[src/rtl/sv39_ptw_pkg.sv]
// Shared Sv39 walker constants: PTE fields, fault causes, access-type bits, FSM states.
package sv39_ptw_pkg;

    localparam int PTE_V = 0;
    localparam int PTE_R = 1;
    localparam int PTE_W = 2;
    localparam int PTE_X = 3;
    localparam int PTE_U = 4;
    localparam int PTE_G = 5;
    localparam int PTE_A = 6;
    localparam int PTE_D = 7;

    localparam int PPN_LSB = 10;
    localparam int PPN_MSB = 53;
    localparam int RSV_LSB = 54;
    localparam int RSV_MSB = 63;

    localparam logic [3:0] SATP_MODE_SV39 = 4'd8;

    localparam logic [5:0] ECAUSE_INST_PF  = 6'd12;
    localparam logic [5:0] ECAUSE_LOAD_PF  = 6'd13;
    localparam logic [5:0] ECAUSE_STORE_PF = 6'd15;

    localparam int ACC_LOAD  = 0;
    localparam int ACC_STORE = 1;
    localparam int ACC_EXEC  = 2;

    typedef enum logic [2:0] {
        ST_IDLE,
        ST_REQ,
        ST_WAIT,
        ST_CHECK,
        ST_DONE,
        ST_DRAIN
    } ptw_state_e;

    // Page-fault cause for a one-hot access type; load is the fallback.
    function automatic logic [5:0] ecause_for(input logic [2:0] acc);
        if (acc[ACC_EXEC])       return ECAUSE_INST_PF;
        else if (acc[ACC_STORE]) return ECAUSE_STORE_PF;
        else                     return ECAUSE_LOAD_PF;
    endfunction

endpackage

[src/rtl/sv39_pte_check.sv]
// Combinational decode of one fetched PTE: leaf/pointer and whether it faults.
module sv39_pte_check
    import sv39_ptw_pkg::*;
(
    input  logic [63:0] pte,
    input  logic [1:0]  level,
    input  logic [2:0]  access_type,
    output logic        is_leaf,
    output logic        fault
);

    logic misaligned;
    logic perm_ok;

    // Superpage leaves must have the PPN bits below their level cleared; no hardware A/D update.
    always_comb begin
        is_leaf    = pte[PTE_R] | pte[PTE_X];
        misaligned = ((level == 2'd1) && (pte[PPN_LSB+8:PPN_LSB]  != '0)) ||
                     ((level == 2'd2) && (pte[PPN_LSB+17:PPN_LSB] != '0));
        perm_ok    = (!access_type[ACC_LOAD]  | pte[PTE_R]) &
                     (!access_type[ACC_STORE] | pte[PTE_W]) &
                     (!access_type[ACC_EXEC]  | pte[PTE_X]);
        fault      = !pte[PTE_V] | (!pte[PTE_R] & pte[PTE_W]) |
                     (pte[RSV_MSB:RSV_LSB] != '0);
        if (is_leaf) begin
            fault = fault | misaligned | !perm_ok | !pte[PTE_A] |
                    (access_type[ACC_STORE] & !pte[PTE_D]);
        end else begin
            fault = fault | (level == 2'd0);
        end
    end

endmodule

[src/rtl/sv39_ptw.sv]
// Sv39 page-table walker: one outstanding DTLB miss, up to three PTE reads, leaf or fault result.
//   state | meaning
//   IDLE  | ready for a miss
//   REQ   | start-burst pulse for the current level's PTE
//   WAIT  | waiting for the PTE ack
//   CHECK | decode fetched PTE: descend, finish or fault
//   DONE  | result pulse to the DTLB
//   DRAIN | walk flushed, swallowing the outstanding ack
module sv39_ptw
    import sv39_ptw_pkg::*;
#(
    parameter int ECAUSE_W = 6,
    parameter int PA_W     = 56
) (
    input  logic                clk,
    input  logic                rst,
    input  logic                req_valid,
    output logic                req_ready,
    input  logic [63:0]         req_vaddr,
    input  logic [2:0]          req_access_type,
    input  logic [63:0]         csr_satp,
    input  logic                flush,
    output logic                mem_req_valid,
    output logic [63:0]         mem_req_addr,
    input  logic                mem_resp_valid,
    input  logic [63:0]         mem_resp_data,
    output logic                resp_valid,
    output logic [63:0]         resp_pte,
    output logic [1:0]          resp_level,
    output logic                resp_exception,
    output logic [ECAUSE_W-1:0] resp_ecause,
    output logic                busy
);

    ptw_state_e          state_q;
    logic [38:12]        va_q;
    logic [2:0]          acc_q;
    logic [PA_W-1:0]     base_q;
    logic [1:0]          level_q;
    logic [63:0]         pte_q;
    logic                flush_seen_q;
    logic                mem_req_valid_q;
    logic                resp_valid_q;
    logic [63:0]         resp_pte_q;
    logic [1:0]          resp_level_q;
    logic                resp_exc_q;
    logic [ECAUSE_W-1:0] resp_ecause_q;

    logic [8:0]          vpn;
    logic                chk_leaf;
    logic                chk_fault;
    logic                non_canonical;
    logic                unused;

    sv39_pte_check u_check (
        .pte         (pte_q),
        .level       (level_q),
        .access_type (acc_q),
        .is_leaf     (chk_leaf),
        .fault       (chk_fault)
    );

    // VPN slice for the level being fetched.
    always_comb begin
        vpn = va_q[20:12];
        if (level_q == 2'd2)      vpn = va_q[38:30];
        else if (level_q == 2'd1) vpn = va_q[29:21];
    end

    assign non_canonical = (req_vaddr[63:39] != {25{req_vaddr[38]}});
    assign mem_req_addr  = {{(64-PA_W){1'b0}}, base_q + {{(PA_W-12){1'b0}}, vpn, 3'b000}};
    assign mem_req_valid = mem_req_valid_q;
    assign req_ready     = rst && (state_q == ST_IDLE) && !flush;
    assign busy          = (state_q != ST_IDLE);
    assign resp_valid    = resp_valid_q;
    assign resp_pte      = resp_pte_q;
    assign resp_level    = resp_level_q;
    assign resp_exception = resp_exc_q;
    assign resp_ecause   = resp_ecause_q;
    assign unused        = ^{csr_satp[63:44], req_vaddr[11:0], csr_satp[63:60] == SATP_MODE_SV39};

    // Walk FSM with registered pulse and result outputs.
    always_ff @(posedge clk) begin
        if (!rst) begin
            state_q         <= ST_IDLE;
            va_q            <= '0;
            acc_q           <= '0;
            base_q          <= '0;
            level_q         <= '0;
            pte_q           <= '0;
            flush_seen_q    <= 1'b0;
            mem_req_valid_q <= 1'b0;
            resp_valid_q    <= 1'b0;
            resp_pte_q      <= '0;
            resp_level_q    <= '0;
            resp_exc_q      <= 1'b0;
            resp_ecause_q   <= '0;
        end else begin
            mem_req_valid_q <= 1'b0;
            resp_valid_q    <= 1'b0;
            resp_pte_q      <= '0;
            resp_level_q    <= '0;
            resp_exc_q      <= 1'b0;
            resp_ecause_q   <= '0;
            case (state_q)
                ST_IDLE: begin
                    flush_seen_q <= 1'b0;
                    if (req_valid && !flush) begin
                        va_q    <= req_vaddr[38:12];
                        acc_q   <= req_access_type;
                        base_q  <= {csr_satp[43:0], 12'h000};
                        level_q <= 2'd2;
                        if (non_canonical) begin
                            state_q       <= ST_DONE;
                            resp_valid_q  <= 1'b1;
                            resp_exc_q    <= 1'b1;
                            resp_ecause_q <= ECAUSE_W'(ecause_for(req_access_type));
                        end else begin
                            state_q         <= ST_REQ;
                            mem_req_valid_q <= 1'b1;
                        end
                    end
                end
                ST_REQ: begin
                    if (flush) flush_seen_q <= 1'b1;
                    state_q <= ST_WAIT;
                end
                ST_WAIT: begin
                    if (mem_resp_valid) begin
                        if (flush || flush_seen_q) begin
                            state_q <= ST_IDLE;
                        end else begin
                            pte_q   <= mem_resp_data;
                            state_q <= ST_CHECK;
                        end
                    end else if (flush || flush_seen_q) begin
                        state_q <= ST_DRAIN;
                    end
                end
                ST_CHECK: begin
                    if (flush) begin
                        state_q <= ST_IDLE;
                    end else if (chk_fault) begin
                        state_q       <= ST_DONE;
                        resp_valid_q  <= 1'b1;
                        resp_exc_q    <= 1'b1;
                        resp_level_q  <= level_q;
                        resp_ecause_q <= ECAUSE_W'(ecause_for(acc_q));
                    end else if (chk_leaf) begin
                        state_q      <= ST_DONE;
                        resp_valid_q <= 1'b1;
                        resp_pte_q   <= pte_q;
                        resp_level_q <= level_q;
                    end else begin
                        base_q          <= {pte_q[PPN_MSB:PPN_LSB], 12'h000};
                        level_q         <= level_q - 2'd1;
                        state_q         <= ST_REQ;
                        mem_req_valid_q <= 1'b1;
                    end
                end
                ST_DONE:  state_q <= ST_IDLE;
                ST_DRAIN: if (mem_resp_valid) state_q <= ST_IDLE;
                default:  state_q <= ST_IDLE;
            endcase
        end
    end

endmodule

[config.mk]
export PLATFORM = sky130hd
export DESIGN_NAME = sv39_ptw
export DESIGN_NICKNAME = d
export VERILOG_FILES = /design/src/rtl/sv39_ptw_pkg.sv /design/src/rtl/sv39_pte_check.sv /design/src/rtl/sv39_ptw.sv
export SDC_FILE = /design/constraint.sdc
export NUM_CORES = 1
export LEC_CHECK = 0
export BUFFER_PORTS_ARGS = -buffer_cell sky130_fd_sc_hd__buf_2
export CORE_MARGIN = 2
export CORE_UTILIZATION = 35
export CTS_BUF_LIST = sky130_fd_sc_hd__clkbuf_4
export CTS_CLUSTER_SIZE = 30
export DETAILED_ROUTE_END_ITERATION = 7
export PLACE_DENSITY = 0.73
export SLEW_MARGIN = 20
export SYNTH_ARGS = -nofsm -noshare
export SYNTH_HDL_FRONTEND = slang
export SYNTH_SLANG_ARGS = --single-unit
[constraint.sdc]
create_clock -name clk -period 1.9 [get_ports clk]
set_clock_uncertainty 0.1 [all_clocks]
set_input_delay 0.095 -clock clk [delete_from_list [all_inputs] [get_ports clk]]
set_output_delay 0.095 -clock clk [all_outputs]
set_load 0.01 [all_outputs]
== Word level (Yosys, flattened, before mapping) ==
Cells that the tools add are included.
Word-level totals
  flip-flop bits (word level): 231
  logic and storage cells: 130
  output and inout port bits: 141
  input port bits: 200
Operators by class
  $add $sub $neg: 2
  eq/ne operators: 14
  muxes and demuxes: 51
  bitwise operators: 19
  reduce and logical (&&, ||, !) cells: 31
Operators by type and width (number)
  56-bit 2-to-1 mux: 4
  56-bit one-hot mux with 2 select lines: 1
  56-bit by 12-bit adder with 56-bit output: 1
  25-bit inequality test: 1
  3-bit 2-to-1 mux: 8
  2-bit 2-to-1 mux: 11
  9-bit 2-to-1 mux: 2
  18-bit nonzero test: 1
  4-bit 2-to-1 mux: 4
  3-bit one-hot mux with 5 select lines: 1
  1-bit 2-to-1 mux: 14
  1-bit bitwise OR: 11
  2-bit inequality test (second input constant): 5
  10-bit nonzero test: 1
  1-bit zero test: 9
  9-bit nonzero test: 1
  1-bit one-hot mux with 2 select lines: 4
  4-bit one-hot mux with 2 select lines: 1
  3-bit by 2-bit == test with 1-bit output (second input constant): 2
  3-bit AND reduction: 2
  1-bit logical AND: 5
  5-bit AND reduction: 1
  5-bit OR reduction: 1
  1-bit bitwise AND: 4
  other kinds (16): 22

== Logic depth before layout (Yosys ltp) ==
  depth in word-level cells: 12
  gate-level depth with buffers: 8
  depth with buffers taken out: 6

== Modules after synthesis ==
From an unflattened synthesis, not the netlist that was laid out.
Unflattened totals
  cell total of the unflattened synthesis: 923
  area, all modules: 8562.0 um^2
Modules (own cells, without submodules)
  sv39_ptw: instances 1, area an instance 8405.6 um^2, seq. area each 4304.1 um^2, cells each 899
  sv39_pte_check: instances 1, area an instance 156.4 um^2, seq. area each 0.0 um^2, cells each 24

== Worst setup path after synthesis ==
No wires, ideal clock.
  path type: register to register
  start point: register state_q[1]
  end point: register base_q[46]
  stages on the path, launching flop included: 9
  period minus slack after synthesis: 2.106 ns
  slack: -0.206 ns
  arrival: 1.889 ns
  path buffers: 3
  data required time: 1.684 ns
  setup time: 0.116 ns
  path through: dfxtp_1 or3_1 buf_2 o31a_1 nor3_2 buf_2 clkbuf_1 o21ai_0 o211a_1
Between the ends
  longest elaborated chain between the ends: 3
  elaborated cells on any way between the ends: 9
  those cells by class: eq/ne: 5; mux: 1; reduce/logical: 3
Ends and longest elaborated chain
  start, declared: RTL line sv39_ptw.sv:35  | ptw_state_e state_q;
  start signal, assigned: RTL line sv39_ptw.sv:85  | state_q <= ST_IDLE;
  start signal, assigned: RTL line sv39_ptw.sv:114  | state_q <= ST_DONE;
  start signal, assigned: RTL line sv39_ptw.sv:119  | state_q <= ST_REQ;
  3-bit by 2-bit == test with 1-bit output or 3-bit zero test (tied branches): RTL line sv39_ptw.sv:105  | case (state_q)
  2-bit inequality test (no source line) (tied with other cells)
  5-bit AND reduction (no source line)
  end signal, assigned: RTL line sv39_ptw.sv:111  | base_q <= {csr_satp[43:0], 12'h000};
  end signal, assigned: RTL line sv39_ptw.sv:155  | base_q <= {pte_q[PPN_MSB:PPN_LSB], 12'h000};
  end, declared: RTL line sv39_ptw.sv:38  | logic [PA_W-1:0] base_q;
Parallel ways exist; a longest one is shown, timed or not.
A chain may end at the register's enable or synchronous reset.

== Worst setup path in the final report ==
  start point: register pte_q[57]
  end point: register resp_pte_q[42] (netlist: resp_pte[42])
Between the ends
  longest elaborated chain between the ends: 8
  elaborated cells on any way between the ends: 9
  those cells by class: mux: 1; bitwise: 6; reduce/logical: 2
Ends and longest elaborated chain
  start, declared: RTL line sv39_ptw.sv:40  | logic [63:0] pte_q;
  start signal, assigned: RTL line sv39_ptw.sv:133  | pte_q <= mem_resp_data;
  10-bit nonzero test (*): RTL line sv39_pte_check.sv:24  | (pte[RSV_MSB:RSV_LSB] != '0);
  1-bit bitwise OR (*): RTL line sv39_pte_check.sv:23  | fault = !pte[PTE_V] | (!pte[PTE_R] & pte[PTE_W]) |
  1-bit bitwise OR (4 in series): RTL line sv39_pte_check.sv:26  | fault = fault | misaligned | !perm_ok | !pte[PTE_A] |
  1-bit 2-to-1 mux (*): RTL line sv39_pte_check.sv:25  | if (is_leaf) begin
  5-bit OR reduction (no source line) (*)
  end signal, assigned: RTL line sv39_ptw.sv:152  | resp_pte_q <= pte_q;
  end, declared: RTL line sv39_ptw.sv:44  | logic [63:0] resp_pte_q;
Every way passes the cells marked *; elsewhere a longest branch is shown, timed or not.

==> flow_summary_export.csv <==
group,metric,value,unit
sta,hold_violations,0,
clock_tree,cts_inserted_buffers,57,
die,initial_core_util,35.4,%
critical_path,reg2reg_slack,-0.42,ns
status,status,"finished with violations",
synthesis,ys_ff_latch,215,
synthesis,synth_cells,911,
die,die_h,160,um
die,floorplan.die_area,25700,um2
final_layout,syn_to_final_growth,81.1,%
critical_path,path_cells,"nor4b_4 > o2111ai_4 > a2111o_1 > nor3_4 > buf_12 > clkbuf_16 > and2_1",
placement,numPortBuffers,295,
clock_tree,cts-htree-levels,2,
final_layout,final_net_count,1706,
clock_tree,root_buffer,"clkbuf_4",
detailed_routing,drt-vias-per-instance,5.15,
critical_path,cp.arrival,2.83,ns
flow_run,drv_cap,0,
die,ios,341,
detailed_routing,vias,9643,
detailed_routing,drt-initial-drc-count,746,
min_path,worstHoldPathType,"in2reg",
global_route,grt_overflow_total,0,
sta,final.setup.tns,-45.07,ns
clock_tree,cts_tree,"built",
synthesis,postSynth.asyncResetShare,0,%
final_layout,most-common-layout-cells,"293 x buf_2, 206 x dfxtp_1, 168 x dlygate4sd3_1",
clock_tree,cts_sinks,215,
synthesis,synth_area,8540,um2
critical_path,cpMaxStageDelayCell,"a2111o_1",
critical_path,endpoint_kind,"register",
sta,max_freq,432,MHz
critical_path,critPathLaunchType,"register",
sta,finalMaxSlewViolations,0,
detailed_routing,first_pass_iters,6,
synthesis,ys_warn_count,0,
critical_path,slowest_delay,0.51,ns
sta,worst_slack,-0.416,ns
power,leakage,7.52,nW
detailed_routing,drt_wl_total,38.5,mm
power,ir_drop,512,uV
synthesis,synth_flop_cell,"dfxtp_1",
global_route,antenna_found_initial,3,
global_route,grt_max_degree,92,
die,die_w,160,um
die,coreArea,24100,um2
clock_tree,clk_pin_slew_worst_paths,0.07,ns
global_route,grt_pass1_wl,51.9,mm
synthesis,yosysSeqAreaShare,50.4,%
detailed_routing,ant_nets,0,
sta,rsz0062_at_grt,"true",
detailed_routing,wl_per_cell,20.5,um
synthesis,syn_area_per_cell,9.37,um2
final_layout,layout_commonest_cell,"buf_2",
critical_path,cp_max_fo,16,
critical_path,crit_type,"reg2reg",
synthesis,ys_types,50,
global_route,grt_pass1_vias,9751,
final_layout,drive_gt1_share,48.1,%
global_route,track_usage,25.6,%
detailed_routing,drc_errors,0,
power,finalPower,0.0102,W
synthesis,synth_edf_count,0,
sta,min_period,2.32,ns
placement,place_congestion,0.785,
power,powerDensity,660,nW/um2
placement,dp_hpwl,17.2,mm
sta,setup_violations,212,
die,std_cell_rows,57,
clock_tree,cts_buffer_depth,3,
critical_path,required,2.41,ns
clock_tree,clk_latency,0.70,ns
sta,post-route-period-util,122,%
status,failed_checks,"setup timing",
[logic make-up after synthesis]
family | Yosys count | synth area share (%)
adder cells (fa/ha/maj) | 3 | 0.440
buffers and inverters | 89 | 5.51
AND/OR/NAND/NOR | 327 | 18.1
multiplexers | 54 | 6.33
AO/OA/AOI/OAI | 222 | 19.1
other | 1 | 0.0439
flip-flops | 215 | 50.4
[final timing paths]
check                startpoint           end  cells past startpoint
setup / recovery      pte_q[57]  resp_pte[42]                      7
hold / removal    req_vaddr[24]      va_q[24]                      4
setup reg to reg      pte_q[57]  resp_pte[42]                      7
hold reg to reg        va_q[16]      va_q[16]                      2
[Yosys cell counts (11+ instances only)]
library cell,number,share of area [%]
a21boi_0,67,5.9
a21boi_1,27,2.4
a21oi_1,11,0.64
and2_1,52,3.8
buf_4,16,1.4
clkbuf_1,45,2.0
dfxtp_1,215,50
mux2i_1,54,6.3
nand2_1,204,9.0
nand3_1,11,0.64
o211a_1,45,5.3
o21ai_0,56,3.3
[timing repair]
item	CTS	global route
endpoints found under the setup margin	197	213
pin swaps	27	169
hold buffers	168	0
gates cloned	22	17
resized for setup	155	294
hold endpoints to repair	153	0
setup buffers	37	17
[flip-flops by register name (all words and copies together), names as in the netlist]
| register | flops |
|---|---|
| mem_req_valid | 1 |
| pte_q | 64 |
| base_q | 44 |
| resp_valid | 1 |
| va_q | 27 |
| flush_seen_q | 1 |
| resp_ecause | 3 |
| state_q | 3 |
| level_q | 2 |
| acc_q | 3 |
| resp_level | 2 |
| resp_pte | 64 |
[area by class of cell]
cell class,count,area (um2)
fillers,1739,8640
repair buffers,590,5100
multi-input cells,630,4890
flip-flops and latches,215,4320
clock buffers,86,646
well taps,324,405
clock inverters,16,71.3
inverters,9,33.8
diodes,2,5.00
[per-stage QoR]
step	hold slack [ns]	setup WS [ns]	util, %	cells	area (um2)
floorplan	0.130	-0.101	-	933	8690
global placement	0.237	-0.302	44.2	1525	10600
detailed placement	0.241	-0.310	44.2	1525	10600
CTS	0.0356	-0.285	59.6	1854	14400
global route	0.0522	-0.450	64.1	1872	15500
finish	0.0921	-0.416	64.1	1872	15500
[critical path: cells and delay by family (launching register included)]
family	cells	cell delay (ns)
AO/OA/AOI/OAI	2	0.72
flip-flops	1	0.33
buffers and inverters	2	0.37
AND/OR/NAND/NOR	3	0.72
[per-layer routing]
layer / global-route usage, % / share of wire (%) / up-vias
li1: - / - / 4332
met1: 27.8 / 37 / 4554
met2: 45.3 / 50 / 558
met3: 6.81 / 7.2 / 199
met4: 13.9 / 5.8 / 0
met5: 0 / 0 / -
[where the power goes]
part | internal [W] | switching (W)
registers | 0.00463 | 0.0000701
clock network | 0.00207 | 0.00201
logic | 0.000783 | 0.000647
(Power assumes the default switching activity.)
